<file path="src/rtl/bcd_pkg.sv">
// Shared types and constants for the sequential binary-to-BCD converter.
package bcd_pkg;

   typedef logic [3:0] bcd_digit_t;

   localparam bcd_digit_t BCD_ADJ_THRESH = 4'd5;
   localparam bcd_digit_t BCD_ADJ_ADD    = 4'd3;

   typedef enum logic {
      IDLE,
      SHIFT
   } state_t;

endpackage

</file>
<file path="src/rtl/bcd_digit_adj.sv">
// Double-dabble digit correction: a digit of 5 or more gets +3 before the next shift.
module bcd_digit_adj
   import bcd_pkg::*;
(
   input  bcd_digit_t din,
   output bcd_digit_t dout
);

   assign dout = (din >= BCD_ADJ_THRESH) ? bcd_digit_t'(din + BCD_ADJ_ADD) : din;

endmodule

</file>
<file path="src/rtl/bin_to_bcd_seq.sv">
// Sequential shift-and-add-3 converter, one binary bit per clock, start/busy/done handshake.
module bin_to_bcd_seq
   import bcd_pkg::*;
#(
   parameter int BIN_W  = 8,
   parameter int DIGITS = 3
) (
   input  logic                  clk,
   input  logic                  rst_n,
   input  logic                  start,
   input  logic [BIN_W-1:0]      bin,
   output logic                  busy,
   output logic                  done,
   output logic [4*DIGITS-1:0]   bcd,
   output logic                  ovf
);

   localparam int CNT_W = $clog2(BIN_W + 1);
   localparam int BCD_W = 4 * DIGITS;
   localparam logic [CNT_W-1:0] CNT_LAST = CNT_W'(BIN_W - 1);

   state_t              state_q, state_d;
   logic [BIN_W-1:0]    bin_q, bin_d;
   logic [BCD_W-1:0]    scr_q, scr_d;
   logic [CNT_W-1:0]    cnt_q, cnt_d;
   logic                ovf_scr_q, ovf_scr_d;
   logic [BCD_W-1:0]    bcd_q, bcd_d;
   logic                ovf_q, ovf_d;
   logic                done_q, done_d;
   logic [BCD_W-1:0]    adj;

   genvar gi;
   generate
      for (gi = 0; gi < DIGITS; gi++) begin : g_adj
         bcd_digit_adj u_adj (
            .din  (scr_q[4*gi +: 4]),
            .dout (adj[4*gi +: 4])
         );
      end
   endgenerate

   always_comb begin
      state_d   = state_q;
      bin_d     = bin_q;
      scr_d     = scr_q;
      cnt_d     = cnt_q;
      ovf_scr_d = ovf_scr_q;
      bcd_d     = bcd_q;
      ovf_d     = ovf_q;
      done_d    = 1'b0;
      case (state_q)
         IDLE: begin
            if (start) begin
               bin_d     = bin;
               scr_d     = '0;
               cnt_d     = '0;
               ovf_scr_d = 1'b0;
               state_d   = SHIFT;
            end
         end
         SHIFT: begin
            // The bit leaving the top digit is a carry into 10^DIGITS, i.e. overflow.
            scr_d     = {adj[BCD_W-2:0], bin_q[BIN_W-1]};
            bin_d     = bin_q << 1;
            ovf_scr_d = ovf_scr_q | adj[BCD_W-1];
            cnt_d     = cnt_q + CNT_W'(1);
            if (cnt_q == CNT_LAST) begin
               bcd_d   = scr_d;
               ovf_d   = ovf_scr_d;
               done_d  = 1'b1;
               state_d = IDLE;
            end
         end
         default: state_d = IDLE;
      endcase
   end

   always_ff @(posedge clk or negedge rst_n) begin
      if (!rst_n) begin
         state_q   <= IDLE;
         bin_q     <= '0;
         scr_q     <= '0;
         cnt_q     <= '0;
         ovf_scr_q <= 1'b0;
         bcd_q     <= '0;
         ovf_q     <= 1'b0;
         done_q    <= 1'b0;
      end else begin
         state_q   <= state_d;
         bin_q     <= bin_d;
         scr_q     <= scr_d;
         cnt_q     <= cnt_d;
         ovf_scr_q <= ovf_scr_d;
         bcd_q     <= bcd_d;
         ovf_q     <= ovf_d;
         done_q    <= done_d;
      end
   end

   assign busy = (state_q == SHIFT);
   assign done = done_q;
   assign bcd  = bcd_q;
   assign ovf  = ovf_q;

endmodule

</file>
<file path="config.mk">
export PLATFORM = sky130hd
export DESIGN_NAME = bin_to_bcd_seq
export DESIGN_NICKNAME = d
export VERILOG_FILES = /design/src/rtl/bcd_pkg.sv /design/src/rtl/bcd_digit_adj.sv /design/src/rtl/bin_to_bcd_seq.sv
export SDC_FILE = /design/constraint.sdc
export NUM_CORES = 1
export LEC_CHECK = 0
export CAP_MARGIN = 20
export CELL_PAD_IN_SITES_DETAIL_PLACEMENT = 2
export CELL_PAD_IN_SITES_GLOBAL_PLACEMENT = 2
export CORE_MARGIN = 4
export CORE_UTILIZATION = 38
export DETAILED_ROUTE_END_ITERATION = 16
export PLACE_DENSITY = 0.9
export SYNTH_ARGS = -nofsm -noshare
export SYNTH_HDL_FRONTEND = slang
export SYNTH_SLANG_ARGS = --single-unit
</file>
<file path="constraint.sdc">
create_clock -name clk -period 2.57 [get_ports clk]
set_clock_uncertainty 0.1 [all_clocks]
set_input_delay 0.3855 -clock clk [delete_from_list [all_inputs] [get_ports clk]]
set_output_delay 0.3855 -clock clk [all_outputs]
set_load 0.01 [all_outputs]
</file>
==> flow_summary.rst <==
.. list-table::
   :header-rows: 1

   * - Metric
     - Value
   * - Slowest stage delay, CP
     - 620 ps
   * - Average size of a mapped cell
     - 10.9 µm²
   * - Initial antenna violation count
     - 0
   * - Total via count after detailed routing
     - 1,386
   * - Flip-flop and latch count after synthesis
     - 40
   * - Overall power after layout
     - 3130 µW
   * - Leakage power
     - 0.00111 µW
   * - Average vias per placed instance
     - 5.06
   * - Resized cells post-CTS
     - 0
   * - Pin count of the biggest net entering global routing
     - 41
   * - Switching power of the nets
     - 1230 µW
   * - Setup TNS after final layout
     - 0 ps
   * - Worst VDD drop
     - 0.437 mV
   * - Seq pwr share
     - 37.0%
   * - Relative slew slack
     - 39.1%
   * - Post-synth net total
     - 197
   * - Netlist area before placement
     - 1950 µm²
   * - H-tree depth reported by CTS
     - 2
   * - Post-CTS setup buffer count
     - 0
   * - Switching Share
     - 39.3%
   * - Latest clock arrival within the worst-skew pair
     - 290 ps
   * - HPWL after detailed placement
     - 3460 µm
   * - Critical path startpoint category
     - register
   * - Die footprint
     - 6350 µm²
   * - Core area
     - 4850 µm²
   * - Ratio of total power to cell area
     - 1330 nW/µm²
   * - Slowest stage cell, crit path
     - sky130_fd_sc_hd__clkdlybuf4s50_1
   * - Worst hold-check path type
     - primary input to asynchronous set/reset pin
   * - Number of global-route vias before repair
     - 1,670
   * - Vert. Die Dim
     - 79.7 µm
   * - X dimension of the die
     - 79.7 µm
   * - Largest buffer count on any clock path
     - 2
   * - Total grt overflow
     - 0
   * - Num rows
     - 25
   * - Kind of end point of the critical path
     - output port
   * - Synthesis-to-finish area growth
     - 20.4%
   * - Cells traversed along the worst timing path
     - clkdlybuf4s50_1
   * - Detailed-router iteration count before antenna repair
     - 3
   * - MaxCap Viol Count
     - 0
   * - Clock power share
     - 16.4%
   * - Port Buf Inserts
     - 25
   * - Gate count after technology mapping
     - 179
   * - TritonCTS clock tree
     - yes
   * - Sink Count
     - 40
   * - Final-report max-slew violation count
     - 0
   * - Data required time of the critical path
     - 2080 ps
   * - CP max FO
     - 10
   * - Min Clock Period, post-route
     - 1960 ps
   * - Filler Cell Count
     - 506
   * - Total internal power
     - 1900 µW
   * - ANT cells
     - 0
   * - Highest clock frequency the design can meet
     - 509 MHz
   * - Setup CP Type
     - register to output port
   * - Post-cts hold buffer count
     - 0
   * - All-layer global routing usage
     - 17.2%
   * - Arr. time, crit path
     - 1480 ps
   * - Post-route fraction of the period consumed by the critical path
     - 76.4%
   * - RSZ-0062 raised after global routing
     - no
   * - Number of buffers created by CTS
     - 5
   * - Routed length per instance
     - 17.1 µm
   * - Final count of hold timing violations
     - 0
   * - Effective utilization at floorplan
     - 40.3%
   * - Residual antenna-violating net count after detailed routing
     - 0
   * - Top cell family by delay on the critical path
     - buffers and inverters
   * - Clock tree root driver cell
     - sky130_fd_sc_hd__clkbuf_8
   * - Ys Warns
     - 0
   * - Distinct cell type count of the synthesized netlist
     - 25
   * - Commonest cells after routing, fill and taps aside
     - 40 x sky130_fd_sc_hd__dfrtp_1, 36 x sky130_fd_sc_hd__nand2_1, 24 x sky130_fd_sc_hd__clkdlybuf4s50_1, 17 x sky130_fd_sc_hd__mux2i_1, 9 x sky130_fd_sc_hd__o21ai_0
   * - Combinational power share
     - 46.6%
   * - Final Net Count
     - 224
   * - Number of buffers and inverters on the critical path
     - 1
   * - Transition time of the tightest slew-check pin
     - 913 ps
   * - Most frequent standard cell in the layout excluding fill and tap cells
     - sky130_fd_sc_hd__dfrtp_1
   * - Sequential fraction of the synthesis area
     - 51.2%
   * - Boundary pin count
     - 26
   * - Count of routing violations after the opening detailed-route iteration
     - 30
   * - Setup violations, final
     - 0
   * - Cell area reported after detailed placement
     - 2250 µm²
   * - Global-route wire length before repair
     - 8400 µm
   * - CTS clk-pin slew, worst paths
     - 80 ps
   * - Detailed-route wire length
     - 4700 µm
   * - Run status
     - finished clean
   * - Ratio of cells with drive above 1 in the final layout
     - 13.0%
   * - Fin area
     - 2350 µm²
   * - Final weighted congestion of routability-driven global placement
     - 0.750
   * - DRC violations left
     - 0
worst paths after layout:
| kind | start | to | slack (ps) | cells past startpoint |
|---|---|---|---|---|
| worst max-delay path | busy$_DFF_PN0_ | busy | 610 | 1 |
| max in group asynchronous | rst_n | cnt_q[0]$_DFFE_PN0P_ | 1670 | 1 |
| min in group clk | bcd[2]$_DFFE_PN0P_ | bcd[2]$_DFFE_PN0P_ | 380 | 2 |
| worst max register to register | scr_q[0]$_DFFE_PN0P_ | scr_q[2]$_DFFE_PN0P_ | 790 | 6 |
| worst min register to register | bcd[2]$_DFFE_PN0P_ | bcd[2]$_DFFE_PN0P_ | 380 | 2 |
| worst min-delay path | rst_n | bcd[5]$_DFFE_PN0P_ | 120 | 1 |
logic make-up (layout without fill, tap and decap cells):
family / count (synthesis) / after routing / synth area share [%]
AOI/OAI and AO/OA: 36 / 36 / 11.6
DFF: 40 / 40 / 51.2
xor gates and xnor gates: 5 / 5 / 2.24
muxes: 23 / 23 / 13.1
and+or+nand+nor: 52 / 52 / 12.7
buffers and inverters: 16 / 44 / 4.61
adders and majority gates: 7 / 7 / 4.48
routing by layer:
layer / vias to the layer above / track usage [%] / share of wire (%)
li1: 655 / - / -
met1: 698 / 20.9 / 43
met2: 25 / 30.6 / 52
met3: 8 / 3.16 / 3.3
met4: 0 / 5.84 / 1.7
met5: - / 0 / 0
layout make-up:
| type | count | area, µm² | area share, % |
|---|---|---|---|
| well taps | 67 | 83.8 | 3.56 |
| flip-flops and latches | 40 | 1000 | 42.5 |
| clock inverters | 2 | 35.0 | 1.49 |
| multi-input cells | 123 | 863 | 36.7 |
| repair buffers | 28 | 268 | 11.4 |
| clock buffers | 6 | 72.6 | 3.08 |
| inverters | 8 | 30.0 | 1.28 |
sequential cells by signal, summed over array words and instances, names as in the netlist:
signal and count:
busy 1, cnt_q 4, bcd 12, bin_q 8, done 1, ovf 1, scr_q 12, ovf_scr_q 1
power by group through the flow:
stage	Sequential (µW)	Clock, µW	Combinational (µW)
3_3_place_gp	1130	0	1340
4_1_cts	1160	529	1490
5_1_grt	1210	568	1630
2_1_floorplan	1130	0	999
6_report	1160	512	1460
3_5_place_dp	1180	0	1470
Yosys cell counts:
| library cell | instances | area, µm² |
|---|---|---|
| sky130_fd_sc_hd__nor3b_1 | 6 | 45.0 |
| sky130_fd_sc_hd__nand2b_1 | 4 | 25.0 |
| sky130_fd_sc_hd__mux2_4 | 3 | 45.0 |
| sky130_fd_sc_hd__buf_2 | 3 | 15.0 |
| sky130_fd_sc_hd__nand3_1 | 1 | 5.00 |
| sky130_fd_sc_hd__o21ai_2 | 6 | 52.6 |
| sky130_fd_sc_hd__xnor2_1 | 4 | 35.0 |
| sky130_fd_sc_hd__nand2_1 | 36 | 135 |
| sky130_fd_sc_hd__mux2i_2 | 3 | 41.3 |
| sky130_fd_sc_hd__a211oi_1 | 1 | 7.51 |
| sky130_fd_sc_hd__a21oi_2 | 3 | 26.3 |
| sky130_fd_sc_hd__o31ai_1 | 1 | 7.51 |
| sky130_fd_sc_hd__o21ai_0 | 9 | 45.0 |
| sky130_fd_sc_hd__dfrtp_1 | 40 | 1000 |
| sky130_fd_sc_hd__buf_6 | 2 | 22.5 |
| sky130_fd_sc_hd__o21ai_1 | 8 | 40.0 |
| sky130_fd_sc_hd__nand4b_4 | 1 | 23.8 |
| sky130_fd_sc_hd__a22o_1 | 2 | 17.5 |
| sky130_fd_sc_hd__xor2_1 | 1 | 8.76 |
| sky130_fd_sc_hd__mux2i_1 | 17 | 170 |
| sky130_fd_sc_hd__inv_1 | 8 | 30.0 |
| sky130_fd_sc_hd__nor2_1 | 4 | 15.0 |
| sky130_fd_sc_hd__ha_1 | 7 | 87.6 |
| sky130_fd_sc_hd__a21oi_1 | 6 | 30.0 |
| sky130_fd_sc_hd__buf_4 | 3 | 22.5 |
stage by stage:
| stage | std cells | hold slack [ps] | utilization (%) | worst slack, ps |
|---|---|---|---|---|
| floorplan | 179 | -10.1 | - | 1020 |
| global placement | 266 | 361 | 46.3 | 853 |
| detailed placement | 266 | 374 | 46.3 | 754 |
| CTS | 274 | 138 | 48.5 | 580 |
| global route | 274 | 190 | 48.5 | 533 |
| finish | 274 | 123 | 48.5 | 606 |
Power figures use the tool's default switching activity.
